**src/rtl/tile_game.sv**
```systemverilog
// Ten-tile memory/pair-matching game for the DE1-SoC board (KEY[0] is the async reset).
// Optional cheat hint on LEDR is enabled by defining TILE_GAME_CHEAT_EN.
module tile_game #(
   parameter int REVEAL_CYCLES = 25_000_000,
   parameter int OFFSET_STEP   = 3
) (
   input  logic [9:0] SW,
   input  logic [3:0] KEY,
   input  logic       CLOCK_50,
   output logic [9:0] LEDR,
   output logic [6:0] HEX0,
   output logic [6:0] HEX1,
   output logic [6:0] HEX2,
   output logic [6:0] HEX3,
   output logic [6:0] HEX4,
   output logic [6:0] HEX5
);
   typedef enum logic [2:0] {S_IDLE, S_PICK1, S_PICK2, S_CHECK, S_REVEAL, S_WIN} state_t;

   localparam int CW = (REVEAL_CYCLES > 1) ? $clog2(REVEAL_CYCLES) : 1;
   localparam logic [CW-1:0] CNT_LAST = CW'(REVEAL_CYCLES - 1);
   localparam logic [6:0] SEG_BLANK = 7'h7F;
   localparam logic [6:0] SEG_DASH  = 7'h3F;

   // MAP = {0,1,2,3,4,0,1,2,3,4} reduces to ((i+off) mod 10) mod 5
   function automatic logic [2:0] tile_val(input logic [3:0] t, input logic [3:0] off);
      logic [4:0] s;
      s = {1'b0, t} + {1'b0, off};
      if (s >= 5'd10) s = s - 5'd10;
      if (s >= 5'd5)  s = s - 5'd5;
      return s[2:0];
   endfunction

   function automatic logic [6:0] seg(input logic [6:0] d);
      case (d)
         7'd0: seg = 7'h40;  7'd1: seg = 7'h79;  7'd2: seg = 7'h24;
         7'd3: seg = 7'h30;  7'd4: seg = 7'h19;  7'd5: seg = 7'h12;
         7'd6: seg = 7'h02;  7'd7: seg = 7'h78;  7'd8: seg = 7'h00;
         7'd9: seg = 7'h10;  default: seg = SEG_BLANK;
      endcase
   endfunction

   logic rst_n;
   assign rst_n = KEY[0];

   logic [9:0] sw_s1, sw_s2, sw_d;
   logic [3:1] key_s1, key_s2;
   logic       key1_d;

   always_ff @(posedge CLOCK_50 or negedge rst_n) begin
      if (!rst_n) begin
         sw_s1 <= '0;  sw_s2 <= '0;  sw_d <= '0;
         key_s1 <= '1; key_s2 <= '1; key1_d <= 1'b1;
      end else begin
         sw_s1  <= SW;
         sw_s2  <= sw_s1;
         sw_d   <= sw_s2;
         key_s1 <= KEY[3:1];
         key_s2 <= key_s1;
         key1_d <= key_s2[1];
      end
   end

   logic [9:0] flip_edge;
   logic       start;
   assign flip_edge = sw_s2 & ~sw_d;
   assign start     = key1_d & ~key_s2[1];

   state_t      state, state_nxt;
   logic [9:0]  matched;
   logic [6:0]  attempts;
   logic [2:0]  pairs;
   logic [3:0]  offset, cur_off, pick_a, pick_b;
   logic        has_a, has_b;
   logic [CW-1:0] cnt;

   // Lowest-index edge wins; a losing or invalid edge is simply dropped
   logic       flip_any, flip_ok;
   logic [3:0] flip_idx;
   always_comb begin
      flip_any = 1'b0;
      flip_idx = '0;
      for (int i = 9; i >= 0; i--) begin
         if (flip_edge[i]) begin
            flip_any = 1'b1;
            flip_idx = 4'(i);
         end
      end
   end
   assign flip_ok = flip_any && !matched[flip_idx] && !(state == S_PICK2 && flip_idx == pick_a);

   logic is_match, cnt_done;
   assign is_match = tile_val(pick_a, cur_off) == tile_val(pick_b, cur_off);
   assign cnt_done = cnt == CNT_LAST;

   logic [4:0] off_sum;
   always_comb begin
      off_sum = {1'b0, offset} + 5'(OFFSET_STEP % 10);
      if (off_sum >= 5'd10) off_sum = off_sum - 5'd10;
   end

   always_comb begin
      state_nxt = state;
      if (start) state_nxt = S_PICK1;
      else begin
         case (state)
            S_PICK1:  if (flip_ok) state_nxt = S_PICK2;
            S_PICK2:  if (flip_ok) state_nxt = S_CHECK;
            S_CHECK:  state_nxt = is_match ? ((pairs == 3'd4) ? S_WIN : S_PICK1) : S_REVEAL;
            S_REVEAL: if (cnt_done) state_nxt = S_PICK1;
            default:  state_nxt = state;
         endcase
      end
   end

   always_ff @(posedge CLOCK_50 or negedge rst_n) begin
      if (!rst_n) state <= S_IDLE;
      else        state <= state_nxt;
   end

   always_ff @(posedge CLOCK_50 or negedge rst_n) begin
      if (!rst_n) begin
         matched <= '0; attempts <= '0; pairs <= '0;
         offset <= '0; cur_off <= '0; pick_a <= '0; pick_b <= '0;
         has_a <= 1'b0; has_b <= 1'b0; cnt <= '0;
      end else if (start) begin
         matched <= '0; attempts <= '0; pairs <= '0;
         has_a <= 1'b0; has_b <= 1'b0;
         cur_off <= offset;
         offset  <= off_sum[3:0];
      end else begin
         case (state)
            S_PICK1: if (flip_ok) begin
               pick_a <= flip_idx;
               has_a  <= 1'b1;
            end
            S_PICK2: if (flip_ok) begin
               pick_b <= flip_idx;
               has_b  <= 1'b1;
               if (attempts != 7'd99) attempts <= attempts + 7'd1;
            end
            S_CHECK: if (is_match) begin
               matched <= matched | (10'd1 << pick_a) | (10'd1 << pick_b);
               pairs   <= pairs + 3'd1;
               has_a   <= 1'b0;
               has_b   <= 1'b0;
            end else cnt <= '0;
            S_REVEAL: if (cnt_done) begin
               has_a <= 1'b0;
               has_b <= 1'b0;
            end else cnt <= cnt + 1'b1;
            default: ;
         endcase
      end
   end

   logic [9:0] hint;
`ifdef TILE_GAME_CHEAT_EN
   always_comb begin
      hint = '0;
      if (state == S_PICK2 && !key_s2[3]) begin
         for (int j = 0; j < 10; j++) begin
            if (4'(j) != pick_a && !matched[j] &&
                tile_val(4'(j), cur_off) == tile_val(pick_a, cur_off))
               hint[j] = 1'b1;
         end
      end
   end
`else
   assign hint = '0;
`endif

   logic [6:0] att_ones, att_tens;
   assign att_ones = attempts % 7'd10;
   assign att_tens = attempts / 7'd10;

   always_comb begin
      HEX0 = SEG_DASH; HEX1 = SEG_DASH; HEX2 = SEG_DASH;
      HEX3 = SEG_DASH; HEX4 = SEG_DASH; HEX5 = SEG_DASH;
      LEDR = matched | hint;
      if (state != S_IDLE) begin
         HEX0 = has_a ? seg({4'd0, tile_val(pick_a, cur_off)}) : SEG_BLANK;
         HEX1 = has_b ? seg({4'd0, tile_val(pick_b, cur_off)}) : SEG_BLANK;
         HEX2 = seg({4'd0, pairs});
         HEX3 = SEG_BLANK;
         HEX4 = seg(att_ones);
         HEX5 = seg(att_tens);
         if (state == S_WIN) LEDR = 10'h3FF;
      end
   end

   logic unused_ok;
   assign unused_ok = &{1'b0, key_s2[3:2], off_sum[4]};
endmodule

```
**config.mk**
```make
export PLATFORM = sky130hd
export DESIGN_NAME = tile_game
export DESIGN_NICKNAME = d
export VERILOG_FILES = /design/src/rtl/tile_game.sv
export SDC_FILE = /design/constraint.sdc
export NUM_CORES = 1
export LEC_CHECK = 0
export ABC_AREA = 1
export BUFFER_PORTS_ARGS = -buffer_cell sky130_fd_sc_hd__buf_2
export CAP_MARGIN = 0
export CORE_UTILIZATION = 64
export CTS_CLUSTER_DIAMETER = 80
export CTS_CLUSTER_SIZE = 10
export DETAILED_ROUTE_END_ITERATION = 8
export GPL_TIMING_DRIVEN = 0
export PLACE_DENSITY = 0.82
export RECOVER_POWER = 50
export SLEW_MARGIN = 25
export SYNTH_ARGS = -nofsm -noshare
export SYNTH_HDL_FRONTEND = slang
export SYNTH_SLANG_ARGS = --single-unit
```
**constraint.sdc**
```tcl
create_clock -name CLOCK_50 -period 7.21 [get_ports CLOCK_50]
set_input_delay 0.3605 -clock CLOCK_50 [delete_from_list [all_inputs] [get_ports CLOCK_50]]
set_output_delay 0.3605 -clock CLOCK_50 [all_outputs]
set_load 0.02 [all_outputs]
```
# Word level (Yosys, flattened, before mapping)
# Memories as Yosys holds them, arrays and structs flattened.
# Index checks and enable logic that the tools add are counted.
[word_totals] reg_bits=99 romBits=392 input_bits=15 out_inout_bits=52 elab_cells=167 mem_count=5
[memory_table] name="(no name shown)" words=16 width=7 read_ports=1 rd_clocked_by_memory_dff=0 wr=0 line_no="35" text="case (d)"
[memory_table] name="(no name shown)" words=16 width=7 read_ports=1 rd_clocked_by_memory_dff=0 wr=0 line_no="35"
[memory_table] name="(no name shown)" words=8 width=7 read_ports=1 rd_clocked_by_memory_dff=0 wr=0 line_no="35"
[memory_table] name="(no name shown)" words=8 width=7 read_ports=1 rd_clocked_by_memory_dff=0 wr=0 line_no="35"
[memory_table] name="(no name shown)" words=8 width=7 read_ports=1 rd_clocked_by_memory_dff=0 wr=0 line_no="35"
[op_classes] n_addsub=13 div_mod_pow=2 order_cmp=8 eq_ne=16 shifts=2 n_mux=72 bitwise=7 reduce_logical=25
[ops] op="$mux W7" count=14
[ops] op="$mux W10" count=5
[ops] op="$mux W25" count=2
[ops] op="$pmux W25 S2" count=1
[ops] op="$mux W3" count=15
[ops] op="$mux W4" count=11
[ops] op="$add A25 B1 Y25 const B" count=1
[ops] op="$eq A25 B25 Y1 const B" count=1
[ops] op="$ge A5 B3 Y1 const B" count=4
[ops] op="$mux W5" count=4
[ops] op="$or A10 B10 Y10" count=2
[ops] op="$shl A1 B4 Y10 const A" count=2
[ops] op="$mux W1" count=16
[ops] op="$reduce_and A4 Y1" count=4
[ops] op="$ge A5 B4 Y1 const B" count=3
[ops] op="$ne A3 B3 Y1 const B" count=4
[ops] op="$pmux W3 S4" count=1
[ops] op="$reduce_bool A2 Y1" count=6
[ops] op="$sub A3 B3 Y3 const B" count=4
[ops] op="$add A4 B4 Y5" count=2
[ops] op="$and A10 B10 Y10" count=1
[ops] op="$not A10 Y10" count=1
[ops] op="$sub A5 B4 Y5 const B" count=2
[ops] op="$eq A3 B3 Y1 const B" count=3
[ops] op="other kinds (25)" count=36

# Longest topological paths before layout
[depth] word_depth=20 ltp_mapped=27 ltp_nobuf=27

# Worst setup path after synthesis
# Ideal clock, no wire load.
[synth_timing] path_type="reg-to-output" start="register pick_a[0]" end="output port HEX0[1]" arrival_time_ns=3.346 path_slack_ns=3.503 stages_incl_launch_ff=18 cell_sequence="dfrtp_1 -> ha_1 -> fa_1 -> xnor2_2 -> ha_1 -> nand2_1 -> nand2_2 -> nand3_1 -> and2_1 -> ha_1 -> nor2_1 -> nand3_1 -> nand2_2 -> nand2_4 -> nand2_1 -> nand2_1 -> ha_1 -> o21ai_0"
[synth_via] elab_chain_cells=10 word_cells_on_any_way=12 cone_classes="3 x add/sub; 2 x order compare; 6 x mux; 1 x memory"
[synth_rtl] item="start: declaration" line_no="73" text="logic [3:0] offset, cur_off, pick_a, pick_b;"
[synth_rtl] item="start signal: assignment" line_no="134" text="pick_a <= flip_idx;"
[synth_rtl] item="$add A4 B4 Y5 (*)" line_no="28" text="s = {1'b0, t} + {1'b0, off};"
[synth_rtl] item="$sub A5 B4 Y5 or $ge A5 B4 Y1 (tied branches)" line_no="29" text="if (s >= 5'd10) s = s - 5'd10;"
[synth_rtl] item="$mux W5 (*)" line_no="29"
[synth_rtl] item="$mux W5 (*)" line_no="181" text="if (state != S_IDLE) begin"
[synth_rtl] item="$ge A5 B3 Y1 or $sub A3 B3 Y3 (tied branches)" line_no="30" text="if (s >= 5'd5) s = s - 5'd5;"
[synth_rtl] item="$mux W3 (*)" line_no="30"
[synth_rtl] item="$mux W3 (*)" line_no="181"
[synth_rtl] item="$mem_v2 Z8 W7 (*)"
[synth_rtl] item="$mux W7 (*)" line_no="182" text="HEX0 = has_a ? seg({4'd0, tile_val(pick_a, cur_off)}) : SEG_BLANK;"
[synth_rtl] item="$mux W7 (*)" line_no="181"
[synth_rtl] item="end: declaration" line_no="11" text="output logic [6:0] HEX0,"
# Every way passes the cells marked *; elsewhere a longest branch is shown, timed or not. The select of a mux whose other input is x is not followed.

# Worst setup path in the final report
[layout_timing] start="register pick_b[0]" end="output port HEX1[6]"
[layout_via] elab_chain_cells=10 word_cells_on_any_way=12 cone_classes="3 x add/sub; 2 x order compare; 6 x mux; 1 x memory"
[layout_rtl] item="start: declaration" line_no="73"
[layout_rtl] item="start signal: assignment" line_no="138" text="pick_b <= flip_idx;"
[layout_rtl] item="$add A4 B4 Y5 (*)" line_no="28"
[layout_rtl] item="$sub A5 B4 Y5 or $ge A5 B4 Y1 (tied branches)" line_no="29"
[layout_rtl] item="$mux W5 (*)" line_no="29"
[layout_rtl] item="$mux W5 (*)" line_no="181"
[layout_rtl] item="$ge A5 B3 Y1 or $sub A3 B3 Y3 (tied branches)" line_no="30"
[layout_rtl] item="$mux W3 (*)" line_no="30"
[layout_rtl] item="$mux W3 (*)" line_no="181"
[layout_rtl] item="$mem_v2 Z8 W7 (*)"
[layout_rtl] item="$mux W7 (*)" line_no="183" text="HEX1 = has_b ? seg({4'd0, tile_val(pick_b, cur_off)}) : SEG_BLANK;"
[layout_rtl] item="$mux W7 (*)" line_no="181"
[layout_rtl] item="end: declaration" line_no="12" text="output logic [6:0] HEX1,"
# Marks and branches as above.

==> results.py <==
metrics = {
    "synthesis": {
        "synth.most_common_cell": "nand2_1",
        "postSynthAreaPerCell_um2": 7.50,
        "async_reset_ff_share_pct": 100,
        "ys_ff_latch": 99,
        "yosysWarnings": 0,
        "synth_edf_count": 0,
        "yosys-top-cells-count": "nand2_1, inv_1, dfrtp_1, nand3_1, nor2_1",
        "synthTopCellsByArea": "dfrtp_1, nand2_1, ha_1",
        "synth_cell_types": 57,
        "netlist.area_leader.share_pct": 33.0,
        "synthFlopType": "dfrtp_1",
        "syn-cell-area_mm2": 0.00728,
        "postSynthCellCount": 971,
        "ys_seq_area_share_pct": 34.1,
        "yosys.area.top_type": "dfrtp_1",
    },
    "grt": {
        "grt_pass1_vias": 5950,
        "grt_pass1_wl_um": 26100,
        "overflow": 0,
        "grt_max_degree": 68,
        "antenna_found_initial": 0,
        "grt_use_total_pct": 27.8,
    },
    "sta": {
        "setup_viol": 0,
        "rsz0062_at_grt": "false",
        "tightest_slew_ps": 1810,
        "max_freq_mhz": 234,
        "hold_viol_final": 0,
        "period_share_pct": 59.3,
        "fin_crit_ps": 4280,
        "slew_headroom_pct": -20.9,
        "drv_slew": 33,
        "finClkSkew_ps": 7.13,
        "finalSetupTns_ps": 0,
    },
    "worst_setup_path": {
        "end_kind": "output pin",
        "r2r_slack_ps": 3440,
        "crit_required_ps": 6850,
        "path_class": "register to output pin",
        "cp.arrival_ps": 3920,
        "start_kind": "register",
        "path_max_fanout": 6,
    },
    "final_layout": {
        "fill_cells": 905,
        "syn2layout_area_growth_pct": 11.4,
        "n_antenna_cell": 0,
        "drive_gt1_share_pct": 19.4,
        "multi_input_area_mm2": 0.00418,
        "layout.nets": 1110,
        "seq_area_mm2": 0.00248,
    },
    "clocking": {
        "post-cts-setup-buffer-count": 0,
        "ctsResizeCount": 0,
        "clk_latency_ps": 340,
        "clk_pin_slew_ps": 70,
        "htreeDepth": 3,
        "cts_sinks": 99,
        "clk_path_buf_depth": 2,
        "cts_inserted_buffers": 9,
        "cts_tree": "built",
        "cts-root-buf": "clkbuf_16",
    },
    "floorplan": {
        "die_x_um": 109,
        "rows": 38,
        "die-area_mm2": 0.0118,
        "ios": 67,
        "start_util_pct": 66.3,
        "core_area_mm2": 0.0110,
        "die_h_um": 109,
    },
    "drt": {
        "wl_um": 15100,
        "ant_nets": 0,
        "firstDrtPassIters": 7,
        "viasPerCell": 5.39,
        "wl_per_cell_um": 12.7,
        "drtIter0Drc": 464,
        "drc_errors": 0,
        "vias": 6419,
    },
    "min_path": {
        "hold_class": "input pin to register",
    },
    "placement": {
        "io_buffer_count": 58,
        "hpwl_um": 11700,
        "place.gp.congestion": 0.926,
    },
    "run": {
        "max-cap-violations": 1,
    },
    "status": {
        "status": "complete, but fails checks",
        "violations": "max-capacitance violations, max-slew violations",
    },
}
==> sequential cells by signal, summed over array words and instances (netlist names), 4 cells and up <==
name      cells
pick_a        4
sw_s2        10
attempts      7
sw_d         10
sw_s1        10
pick_b        4
cur_off       4
offset        4
cnt          25
matched      10
==> path summary, 6_finish.rpt <==
| kind | from | endpoint | depth (start not counted) |
|---|---|---|---|
| worst max-delay path | pick_b[0]$_DFFE_PN0P_ | HEX1[6] | 22 |
| worst min-delay path | SW[9] | sw_s1[9]$_DFF_PN0_ | 1 |
| worst max register to register | pick_b[0]$_DFFE_PN0P_ | matched[4]$_DFFE_PN0P_ | 24 |
| worst min register to register | sw_s1[3]$_DFF_PN0_ | sw_s2[3]$_DFF_PN0_ | 0 |
| max in group asynchronous | KEY[0] | key1_d$_DFF_PN1_ | 3 |
| min in group asynchronous | KEY[0] | sw_s1[8]$_DFF_PN0_ | 2 |
==> area by class of cell <==
type	instances	share of cell area (%)
timing repair buffer	60	4.03
buffer	24	2.18
sequential	99	30.6
multi-input combinational	730	51.6
tap	140	2.16
inverter	123	5.71
clock buffer	10	2.95
clock inverter	6	0.787
==> routing by layer <==
layer,global-route usage [%],vias to the layer above,part of all wire (%)
met5,0,-,0
met2,47.6,160,47
met3,3.29,21,4.0
met1,36.3,2926,47
li1,-,3312,-
met4,9.94,0,1.6
==> worst max-delay path, cell delays in order, from the launching register on <==
cell and delay (ps):
dfrtp_1 440, ha_1 250, fa_1 440, xnor2_2 260
ha_1 220, nand2_1 90, nand2_2 100, nand3_1 100
nand2_1 120, inv_1 70, ha_1 180, nor2_1 80
nand3_1 100, nand2_2 120, nand2_4 90, nand2_1 70
nand2_1 110, ha_1 220, nand2_1 80, o21ai_0 80
o21ai_0 160, inv_1 50, buf_2 150
==> kinds of logic after synthesis <==
| family | synth area share [%] |
|---|---|
| xor gates and xnor gates | 2.97 |
| AOI/OAI and AO/OA | 12.0 |
| adders and majority gates | 8.46 |
| DFF | 34.1 |
| other | 0.0515 |
| buffers and inverters | 8.78 |
| and+or+nand+nor | 33.7 |
==> stage by stage <==
stage | std cells | setup slack, ps | area (µm²) | hold WS, ps | utilization [%]
after floorplan | 976 | 3500 | 7300 | 64.9 | -
after global placement | 1174 | 3370 | 7760 | 332 | 70.7
after detailed placement | 1175 | 3300 | 7800 | 262 | 71.0
after CTS | 1192 | 2930 | 8110 | 110 | 73.8
after global routing | 1192 | 2590 | 8110 | 104 | 73.8
final | 1192 | 2930 | 8110 | 119 | 73.8
==> timing repair <==
| action | 4_1_cts | 5_1_grt |
|---|---|---|
| endpoints found under the setup margin | 0 | 0 |
| hold endpoints to repair | 32 | 0 |
| hold buffers | 1 | 0 |
==> layout by cell type, fill, tap and decap left out, types with 3 or more instances in the layout <==
cell type	Yosys	routed
a21oi_1	16	16
a22o_1	3	3
a31oi_1	3	3
a32o_1	4	4
buf_2	1	58
buf_4	7	7
clkbuf_1	10	11
clkbuf_16	0	9
conb_1	1	6
dfrtp_1	96	96
ha_1	46	46
inv_1	109	109
inv_2	11	11
nand2_1	258	258
nand2_2	35	35
nand2_4	8	8
nand3_1	94	94
nand3_2	4	4
nand3b_1	7	7
nand4_1	16	16
nor2_1	60	60
nor3_1	15	14
nor4_1	7	7
o211ai_1	9	9
o21ai_0	49	49
o21ai_2	28	28
or2_2	12	12
xnor2_1	7	7
xor2_1	14	14
Power is left out: the tool's default activity adds up to more than one toggle a clock period on the data nets, which glitch-free logic cannot reach.
